`src/rtl/fifo_pkg.sv`:
```
// Shared defaults for the flow-controlled FIFO family and the depth derivation helper.
package fifo_pkg;
    localparam int FIFO_DATA_WIDTH = 10;
    localparam int FIFO_ADDR_WIDTH = 3;

    function automatic int fifo_depth(input int addr_width);
        return 1 << addr_width;
    endfunction
endpackage

```
`src/rtl/fifo_mem_2p.sv`:
```
// DEPTH x DATA_WIDTH storage with a synchronous write port and a registered read port.
module fifo_mem_2p
    import fifo_pkg::*;
#(
    parameter int DATA_WIDTH = FIFO_DATA_WIDTH,
    parameter int ADDR_WIDTH = FIFO_ADDR_WIDTH
) (
    input  logic                  clk,
    input  logic                  rst,
    input  logic                  wr_en,
    input  logic [ADDR_WIDTH-1:0] wr_addr,
    input  logic [DATA_WIDTH-1:0] wr_data,
    input  logic                  rd_en,
    input  logic [ADDR_WIDTH-1:0] rd_addr,
    output logic [DATA_WIDTH-1:0] rd_data_p1
);
    localparam int DEPTH = fifo_depth(ADDR_WIDTH);

    logic [DATA_WIDTH-1:0] mem [DEPTH];

    always_ff @(posedge clk) begin
        if (wr_en)
            mem[wr_addr] <= wr_data;
    end

    // Read register: a same-edge write to rd_addr is not visible here (old word is returned).
    always_ff @(posedge clk or posedge rst) begin
        if (rst)
            rd_data_p1 <= '0;
        else if (rd_en)
            rd_data_p1 <= mem[rd_addr];
    end
endmodule

```
`src/rtl/fifo_flow_ctrl.sv`:
```
// Single-clock FIFO with occupancy count, almost thresholds, sticky error flags and registered read.
module fifo_flow_ctrl
    import fifo_pkg::*;
#(
    parameter int DATA_WIDTH = FIFO_DATA_WIDTH,
    parameter int ADDR_WIDTH = FIFO_ADDR_WIDTH
) (
    input  logic                  clk,
    input  logic                  reset,
    input  logic                  push,
    input  logic                  pop,
    input  logic [DATA_WIDTH-1:0] FIFO_data_in,
    input  logic [ADDR_WIDTH:0]   almost_full_th,
    input  logic [ADDR_WIDTH:0]   almost_empty_th,
    input  logic                  err_clr,
    output logic [DATA_WIDTH-1:0] FIFO_data_out,
    output logic                  valid_out,
    output logic [ADDR_WIDTH:0]   fifo_count,
    output logic                  full,
    output logic                  empty,
    output logic                  almost_full,
    output logic                  almost_empty,
    output logic                  overflow_err,
    output logic                  underflow_err
);
    localparam int                DEPTH     = fifo_depth(ADDR_WIDTH);
    localparam logic [ADDR_WIDTH:0] DEPTH_CNT = (ADDR_WIDTH + 1)'(DEPTH);

    logic [ADDR_WIDTH-1:0] wr_ptr;
    logic [ADDR_WIDTH-1:0] rd_ptr;
    logic                  wr_ok;
    logic                  rd_ok;
    logic                  ovf_set;
    logic                  unf_set;
    logic                  vld_p1;

    assign full         = (fifo_count == DEPTH_CNT);
    assign empty        = (fifo_count == '0);
    assign almost_full  = (fifo_count >= almost_full_th);
    assign almost_empty = (fifo_count <= almost_empty_th);

    // A pop frees the slot the push needs when full; an empty FIFO never bypasses.
    assign wr_ok   = push & (~full | pop);
    assign rd_ok   = pop & ~empty;
    assign ovf_set = push & full & ~pop;
    assign unf_set = pop & empty;

    always_ff @(posedge clk or posedge reset) begin
        if (reset) begin
            wr_ptr     <= '0;
            rd_ptr     <= '0;
            fifo_count <= '0;
        end else begin
            if (wr_ok)
                wr_ptr <= wr_ptr + 1'b1;
            if (rd_ok)
                rd_ptr <= rd_ptr + 1'b1;
            case ({wr_ok, rd_ok})
                2'b10:   fifo_count <= fifo_count + 1'b1;
                2'b01:   fifo_count <= fifo_count - 1'b1;
                default: fifo_count <= fifo_count;
            endcase
        end
    end

    // Sticky errors: a new error in the clearing cycle keeps the flag set.
    always_ff @(posedge clk or posedge reset) begin
        if (reset) begin
            overflow_err  <= 1'b0;
            underflow_err <= 1'b0;
        end else begin
            overflow_err  <= ovf_set | (overflow_err & ~err_clr);
            underflow_err <= unf_set | (underflow_err & ~err_clr);
        end
    end

    // Read stage boundary: valid travels with the registered read word.
    always_ff @(posedge clk or posedge reset) begin
        if (reset)
            vld_p1 <= 1'b0;
        else
            vld_p1 <= rd_ok;
    end

    fifo_mem_2p #(
        .DATA_WIDTH(DATA_WIDTH),
        .ADDR_WIDTH(ADDR_WIDTH)
    ) u_mem (
        .clk       (clk),
        .rst       (reset),
        .wr_en     (wr_ok),
        .wr_addr   (wr_ptr),
        .wr_data   (FIFO_data_in),
        .rd_en     (rd_ok),
        .rd_addr   (rd_ptr),
        .rd_data_p1(FIFO_data_out)
    );

    assign valid_out = vld_p1;
endmodule

```
`config.mk`:
```
export PLATFORM = sky130hd
export DESIGN_NAME = fifo_flow_ctrl
export DESIGN_NICKNAME = d
export VERILOG_FILES = /design/src/rtl/fifo_pkg.sv /design/src/rtl/fifo_mem_2p.sv /design/src/rtl/fifo_flow_ctrl.sv
export SDC_FILE = /design/constraint.sdc
export NUM_CORES = 1
export LEC_CHECK = 0
export ABC_AREA = 1
export BUFFER_PORTS_ARGS = -buffer_cell sky130_fd_sc_hd__buf_2
export CAP_MARGIN = 40
export CORE_ASPECT_RATIO = 0.6
export CORE_UTILIZATION = 53
export CTS_CLUSTER_DIAMETER = 60
export DETAILED_ROUTE_END_ITERATION = 8
export GPL_ROUTABILITY_DRIVEN = 0
export PLACE_DENSITY_LB_ADDON = 0.1
export SLEW_MARGIN = 20
export SYNTH_ARGS = -nofsm -noshare
export SYNTH_HDL_FRONTEND = slang
export SYNTH_SLANG_ARGS = --single-unit
```
`constraint.sdc`:
```
create_clock -name clk -period 2 [get_ports clk]
set_input_delay 0.4 -clock clk [delete_from_list [all_inputs] [get_ports clk]]
set_output_delay 0.4 -clock clk [all_outputs]
set_load 0.1 [all_outputs]
```
==> results.cfg, run 1 <==
[die]
die_h_um = 72.9
ios = 44
coreArea_mm2 = 0.00798
die_w_um = 120
std_cell_rows = 25
start_util_pct = 55.6
dieArea_mm2 = 0.00875

[routing]
drtPass1Iterations = 4
routed_wl_um = 9430
vias_per_cell = 5.19
ant_nets = 0
wl_per_cell_um = 16.5
drtIter0Drc = 215
vias = 2969
drc = 0

[sta]
clock_skew_ps = 6.77
period_share_pct = 106
final-hold-violation-count = 0
timing.fmax_mhz = 473
slew_headroom_pct = 59.2
worst_pin_slew_ps = 611
fin_crit_ps = 2110
timing.final.ws_setup_ps = -114
finalSetupViolations = 4
fin_tns_setup_ps = -202
slew_violations = 0
rsz0062_at_grt = yes

[clock_tree]
h-tree-depth = 3
clk_pin_slew_ps = 70
hold_buffers = 0
cts-root-buf = clkbuf_16
cts_tree = yes
cts_sinks = 103
numCtsBuffers = 9
clockBufferDepth = 2
clk_latency_ps = 340

[status]
status = finished with violations
violations = setup timing

[yosys]
ys_types = 29
syn_area_per_cell_um2 = 11.1
yosysWarnings = 0
synthCells = 398
synth-seq-area-share_pct = 67.1
ys_seq_elements = 103
synth_fp_nets = 434
synth_area_mm2 = 0.00444

[power]
peakVddDrop_v = 0.000856
leakagePower_nw = 2.16
pwr-share-comb_pct = 50.5
sw_frac_of_total_pct = 46.0
power_density_mw_per_mm2 = 1720
switchingPower_w = 0.00429
clockPowerShare_pct = 17.4
seqPwrFrac_pct = 32.1
internal_power_w = 0.00503

[worst_setup_path]
endpoint_kind = output port
startpoint_type = flop
rrSetupSlack_ps = -20
cp.arrival_ps = 1710
crit_start = fifo_count[1]
reg2regPathDepth = 13
r2r-start = fifo_count[1]
critPathRequiredTime_ps = 1600
regToRegEndpoint = fifo_count[2]
path_max_fanout = 3
crit_end = almost_full
critPathKind = reg -> out

[placed_design]
dp_slack_ps = 43.1
portBuffers = 43
hpwlAfterDp_um = 6000

[global_route]
grt_max_degree = 43
antenna_found_initial = 0
grt_use_total_pct = 24.1
grt_pass1_wl_um = 15100
grt_pass1_vias = 2757
overflow = 0

[job]
drv_cap = 0

[cells_and_area]
insertedDiodeCount = 0
drive_above_1_share_pct = 25.4
nets = 495
syn_to_final_growth_pct = 22.4

[worst_hold_path]
hp-class = in -> async
-- worst min-delay path by stage --
stage	endpoint	depth (start not counted)	from	slack, ps
finish	rd_ptr[1]	3	reset	100
global route	u_mem.rd_data_p1[1]	3	reset	110
CTS	underflow_err	3	reset	90
detailed placement	underflow_err	3	reset	460
global placement	valid_out	3	reset	450
floorplan	fifo_count[0]	1	reset	400
-- kinds of logic (layout without fill, tap and decap cells) --
kind of cell | after synthesis | after routing | synth area share (%)
AOI/OAI and AO/OA | 53 | 53 | 6.07
adders and majority gates | 13 | 13 | 3.67
DFF | 103 | 103 | 67.1
buffers and inverters | 44 | 110 | 4.91
xor gates and xnor gates | 6 | 6 | 1.18
and+or+nand+nor | 179 | 179 | 17.0
-- layer usage --
layer	part of all wire [%]	routed length, um	global-route usage, %
met1	44	4150	35.7
met2	46	4300	35.6
met3	9.6	901	5.55
met4	0.82	77	7.50
met5	0	0	0
-- worst max-delay path, stage by stage, from the launching register on --
cell	delay, ps
dfrtp_4	520
ha_4	230
inv_2	50
nor2_2	30
o211ai_1	240
nand3_4	120
buf_12	180
-- flip-flops by register name, summed over array words and instances (netlist names) --
name	cells
u_mem.rd_data_p1	10
underflow_err	1
overflow_err	1
fifo_count	4
u_mem.mem	80
wr_ptr	3
rd_ptr	3
valid_out	1
-- stage by stage --
stage	hold WS [ps]	instance area, um^2	instances	power (W)	utilization [%]
after global placement	454	5020	550	0.00743	62.9
final	96.8	5430	572	0.00933	68.1
after CTS	93.6	5360	571	0.00926	67.2
after floorplan	402	4550	398	0.00646	-
after detailed placement	456	5020	550	0.00751	62.9
after global routing	115	5430	572	0.00986	68.1
-- final cells by class --
cell class / count / area [um^2]
multi-input combinational: 251 / 1400
clock inverter: 2 / 15.0
inverter: 28 / 118
tap: 108 / 135
fill: 610 / 2550
clock buffer: 14 / 264
sequential: 103 / 2990
timing repair buffer: 66 / 509
-- cell usage after synthesis --
cell type | instances | area (um^2)
nand4_1 | 2 | 12.5
edfxtp_1 | 80 | 2400
o211ai_1 | 1 | 7.51
nor2_1 | 92 | 345
nand2_2 | 1 | 6.26
dfrtp_1 | 23 | 576
nor4_1 | 1 | 6.26
clkbuf_8 | 1 | 13.8
buf_6 | 1 | 11.3
o22ai_1 | 1 | 6.26
nand3_1 | 35 | 175
inv_2 | 3 | 11.3
o21ai_0 | 43 | 215
buf_4 | 4 | 30.0
ha_1 | 13 | 163
nor2_8 | 1 | 20.0
clkbuf_2 | 4 | 20.0
or2_4 | 1 | 8.76
xnor2_1 | 2 | 17.5
nor2_2 | 1 | 6.26
nand2_1 | 44 | 165
xor2_1 | 4 | 35.0
buf_2 | 3 | 15.0
a21oi_1 | 4 | 20.0
inv_1 | 25 | 93.8
nand3_2 | 1 | 10.0
buf_1 | 2 | 7.51
buf_8 | 1 | 15.0
o21ai_1 | 4 | 20.0
-- layout by cell type, fill, tap and decap left out, types with 3 or more instances in the layout --
master     count
a21oi_2        4
buf_12         8
buf_2         39
buf_4         16
buf_6          3
clkbuf_1       3
clkbuf_16      9
dfrtp_1       19
dfrtp_4        4
edfxtp_1      80
ha_1           7
ha_4           4
inv_1         21
inv_2          6
nand2_1       43
nand3_1       33
nor2_1        85
nor2_2         7
o21ai_0       39
o21ai_1        6
xor2_1         4
-- repair_timing --
| item | CTS | global route |
|---|---|---|
| resized for setup | 7 | 13 |
| setup endpoints to repair | 2 | 40 |
| setup buffers | 5 | 1 |
| endpoints found under the hold margin | 0 | 0 |
| pin swaps | 4 | 8 |
-- power by group through the flow --
stage	clock network [W]	logic [W]	registers [W]
detailed placement	0	0.00443	0.00308
global route	0.00172	0.00510	0.00304
floorplan	0	0.00227	0.00420
global placement	0	0.00437	0.00306
finish	0.00162	0.00471	0.00300
CTS	0.00165	0.00463	0.00298
(Power assumes the default switching activity.)
==> run 2: changes to the inputs <==
--- a/config.mk
+++ b/config.mk
@@ -15,5 +15,4 @@
 export GPL_ROUTABILITY_DRIVEN = 0
 export PLACE_DENSITY_LB_ADDON = 0.1
-export SLEW_MARGIN = 20
 export SYNTH_ARGS = -nofsm -noshare
 export SYNTH_HDL_FRONTEND = slang
==> constraint.sdc (replaced) <==
create_clock -name clk -period 2 [get_ports clk]
set_input_delay 0.5 -clock clk [delete_from_list [all_inputs] [get_ports clk]]
set_output_delay 0.5 -clock clk [all_outputs]
set_load 0.1 [all_outputs]
==> results.cfg, run 2 (same netlist as run 1, synthesis figures left out) <==
[clock_tree]
clk_pin_slew_ps = 70
clk_latency_ps = 350
h-tree-depth = 3
cts-root-buf = clkbuf_16
clockBufferDepth = 2
cts_tree = yes
numCtsBuffers = 9
cts_sinks = 103

[sta]
rsz0062_at_grt = yes
slew_headroom_pct = 61.0
fin_crit_ps = 2220
clock_skew_ps = 5.81
period_share_pct = 111
slew_violations = 0
fin_tns_setup_ps = -524
worst_pin_slew_ps = 584
final-hold-violation-count = 0
timing.fmax_mhz = 450
finalSetupViolations = 4
timing.final.ws_setup_ps = -224

[worst_setup_path]
path_max_fanout = 5
endpoint_kind = output port
cp.arrival_ps = 1720
critPathKind = reg -> out
critPathRequiredTime_ps = 1500
startpoint_type = flop

[power]
peakVddDrop_v = 0.00109
power_density_mw_per_mm2 = 1740
leakagePower_nw = 2.22

[cells_and_area]
drive_above_1_share_pct = 27.0
syn_to_final_growth_pct = 24.0
insertedDiodeCount = 0
final_common_cell = nor2_1
largest-register = u_mem.mem
largest_reg_flops = 80
mostFrequentLayoutCells = 84 x nor2_1, 80 x edfxtp_1, 42 x nand2_1, 39 x o21ai_0, 39 x buf_2
nets = 502
largestRegisters = u_mem.mem x80, u_mem.rd_data_p1 x10, fifo_count x4
fillers = 614

[worst_hold_path]
hp-class = in -> async

[die]
start_util_pct = 55.6
die_h_um = 72.9
die_w_um = 120
ios = 44
coreArea_mm2 = 0.00798
dieArea_mm2 = 0.00875
std_cell_rows = 25

[routing]
routed_wl_um = 9740
vias_per_cell = 5.27
drtIter0Drc = 253
drtPass1Iterations = 4
wl_per_cell_um = 16.8
vias = 3050
drc = 0
ant_nets = 0

[global_route]
grt_pass1_vias = 2882
overflow = 0
antenna_found_initial = 0
grt_use_total_pct = 24.4
grt_pass1_wl_um = 15300
grt_max_degree = 41

[placed_design]
portBuffers = 43
dp_slack_ps = -40.5
hpwlAfterDp_um = 6320

[job]
drv_cap = 0

[status]
violations = setup timing
status = finished with violations
-- run 2: changes by cell type in the layout (fill, tap and decap cells not counted), sizes merged --
cell    before  now
buf         66   73
clkbuf      14    9
clkinv       0    3
bufinv       0    2
-- run 2: path summary, 6_finish.rpt --
path	startpoint	end	slack, ps	depth (start not counted)
worst max-delay path	fifo_count[2]	almost_empty	-220	5
max in group asynchronous	reset	fifo_count[0]	1530	3
worst min-delay path	reset	u_mem.rd_data_p1[1]	190	3
min in group clk	err_clr	overflow_err	340	2
worst max register to register	fifo_count[1]	fifo_count[2]	10	12
worst min register to register	u_mem.rd_data_p1[6]	u_mem.rd_data_p1[6]	480	2
-- run 2: metal layers --
layer	routed length [um]	GRT usage (%)
met2	4450	36.7
met1	4610	35.0
met3	553	5.55
met4	129	9.03
met5	0	0
-- run 2: critical path: stages (launching register included) --
cell and delay [ps]:
dfrtp_4 530, ha_1 300, nand2_2 60, buf_4 140, o21ai_4 150, buf_12 190
-- run 2: report_power, final --
part	switching (W)	internal [W]	total, W
sequential	0.000237	0.00278	0.00302
clock	0.000762	0.00110	0.00186
combinational	0.00336	0.00136	0.00472
-- run 2: timing repair --
item / in CTS / in global routing
hold buffers: 0 / 0
pin swaps: 3 / 5
setup endpoints to repair: 3 / 14
gates resized for setup: 5 / 19
setup buffers: 1 / 4
-- run 2: per-stage QoR --
stage	hold slack, ps	instances	instance area, um^2	total power [W]	util [%]
finish	191	579	5500	0.00960	69.0
global route	226	579	5500	0.0101	69.0
CTS	198	575	5410	0.00947	67.8
detailed placement	469	558	5070	0.00757	63.6
global placement	462	558	5070	0.00750	63.6
floorplan	483	398	4550	0.00645	-
-- run 2: cell type report --
| class | count | area (um^2) | share of cell area, % |
|---|---|---|---|
| Clock buffer | 9 | 225 | 4.09 |
| Clock inverter | 7 | 97.6 | 1.77 |
| Inverter | 28 | 120 | 2.18 |
| Multi-Input combinational cell | 251 | 1370 | 25.0 |
| Sequential cell | 103 | 2990 | 54.4 |
| Tap cell | 108 | 135 | 2.46 |
| Timing Repair Buffer | 73 | 557 | 10.1 |
==> run 3: changes to the inputs <==
==> constraint.sdc (replaced) <==
create_clock -name clk -period 1.9 [get_ports clk]
set_input_delay 0.475 -clock clk [delete_from_list [all_inputs] [get_ports clk]]
set_output_delay 0.475 -clock clk [all_outputs]
set_load 0.005 [all_outputs]
==> results.cfg, run 3 (same netlist as run 1, synthesis figures left out) <==
[status]
status = finished with violations
violations = setup timing

[worst_hold_path]
hp-class = in -> async

[sta]
clock_skew_ps = 6.16
fin_crit_ps = 2000
fin_tns_setup_ps = -187
timing.fmax_mhz = 499
period_share_pct = 105
final-hold-violation-count = 0
timing.final.ws_setup_ps = -104
slew_violations = 0
rsz0062_at_grt = yes
slew_headroom_pct = 59.0
finalSetupViolations = 2
hold_ws_ps = 169
worst_pin_slew_ps = 614

[clock_tree]
clockBufferDepth = 2
clk_pin_slew_ps = 60
numCtsBuffers = 9
cts_tree = yes
cts-root-buf = clkbuf_16
clk_latency_ps = 340
h-tree-depth = 3
cts_sinks = 103

[routing]
routed_wl_um = 10100
wl_per_cell_um = 17.3
ant_nets = 0
drtPass1Iterations = 5
drc = 0
vias_per_cell = 5.42
drtIter0Drc = 263
vias = 3167

[global_route]
overflow = 0
antenna_found_initial = 0
gr-usage-met3_pct = 6.02
grt_max_degree = 41
use_met1_pct = 37.9
grt_use_total_pct = 25.6
grt_pass1_vias = 3028
grt_pass1_wl_um = 16100
busiest_layer = met1
grtUsageMet2_pct = 37.2

[power]
internal_power_w = 0.00525
leakagePower_nw = 2.20
power_density_mw_per_mm2 = 1530
total_power_w = 0.00821
peakVddDrop_v = 0.000822
switchingPower_w = 0.00296
sw_frac_of_total_pct = 36.0
clockPowerShare_pct = 22.2
seqPwrFrac_pct = 37.9
pwr-share-comb_pct = 39.8

[placed_design]
hpwlAfterDp_um = 6730
portBuffers = 43
dp.cells = 561

[die]
start_util_pct = 55.6
ios = 44
coreArea_mm2 = 0.00798
die_h_um = 72.9
die_w_um = 120
dieArea_mm2 = 0.00875
std_cell_rows = 25

[worst_setup_path]
endpoint_kind = output port
cpLargestDelayFamily = flip-flops
cp_cell_sequence = buf_6 > ha_4 > inv_2 > nor2_1 > o211ai_1 > nand3_1 > buf_2
critPathRequiredTime_ps = 1420
cp.arrival_ps = 1530
crit_buf_inv = 3
critPathKind = reg -> out
critPathMaxStageDelay_ps = 420
startpoint_type = flop
cpMaxStageDelayCell = dfrtp_2
path_max_fanout = 4

[cells_and_area]
drive_above_1_share_pct = 26.1
final_common_cell = nor2_1
fillers = 595
nets = 507
mostFrequentLayoutCells = 88 x nor2_1, 80 x edfxtp_1, 43 x nand2_1, 43 x buf_2, 39 x o21ai_0
syn_to_final_growth_pct = 21.2
fin_cells = 584
insertedDiodeCount = 0
largest-register = u_mem.mem
largest_reg_flops = 80
largestRegisters = u_mem.mem x80, u_mem.rd_data_p1 x10, fifo_count x4

[job]
drv_cap = 0
-- run 3: metrics by stage --
step,cell area (um^2),setup slack [ps],utilization [%]
2_1_floorplan,4460,11.1,-
3_3_place_gp,4910,62.0,61.5
3_5_place_dp,4910,35.1,61.5
4_1_cts,5330,-100,66.8
5_1_grt,5380,-190,67.4
6_report,5380,-104,67.4
-- run 3: timing repair --
item	in CTS	in global routing
setup endpoints to repair	3	26
hold buffers	0	0
setup buffers	5	2
pin swaps	1	5
resized for setup	15	13
-- run 3: power groups by stage --
stage | Clock, W | Sequential [W] | Combinational (W)
2_1_floorplan | 0 | 0.00317 | 0.00190
3_3_place_gp | 0 | 0.00313 | 0.00289
3_5_place_dp | 0 | 0.00314 | 0.00295
4_1_cts | 0.00185 | 0.00311 | 0.00316
5_1_grt | 0.00193 | 0.00316 | 0.00366
6_report | 0.00182 | 0.00312 | 0.00327
-- run 3: layer usage --
layer | part of all wire, % | vias up | wire (um)
met1 | 49 | 1552 | 4960
met3 | 6.5 | 14 | 659
met4 | 1.4 | 0 | 146
met5 | 0 | - | 0
met2 | 43 | 105 | 4350
li1 | - | 1496 | -
-- run 3: final cells by class --
class | instances | area [um^2] | share of cell area, %
Clock inverter | 1 | 8.76 | 0.163
Sequential cell | 103 | 2980 | 55.4
Clock buffer | 15 | 299 | 5.56
Inverter | 28 | 108 | 2.00
Timing Repair Buffer | 78 | 489 | 9.10
Multi-Input combinational cell | 251 | 1360 | 25.2
Tap cell | 108 | 135 | 2.51
-- run 3: tightest hold or removal path, delay by kind of cell --
| family | cells | cell delay [ps] |
|---|---|---|
| buffers and inverters | 3 | 420 |
-- run 3: worst paths after layout --
check                      slack (ps)  depth (start not counted)                  end           startpoint
max in group asynchronous        1460                          3        fifo_count[1]                reset
hold reg to reg                   480                          2  u_mem.rd_data_p1[1]  u_mem.rd_data_p1[1]
min in group clk                  340                          2         overflow_err              err_clr
setup / recovery                 -100                          7          almost_full        fifo_count[1]
setup reg to reg                   10                         12        fifo_count[2]        fifo_count[1]
hold / removal                    170                          3  u_mem.rd_data_p1[5]                reset
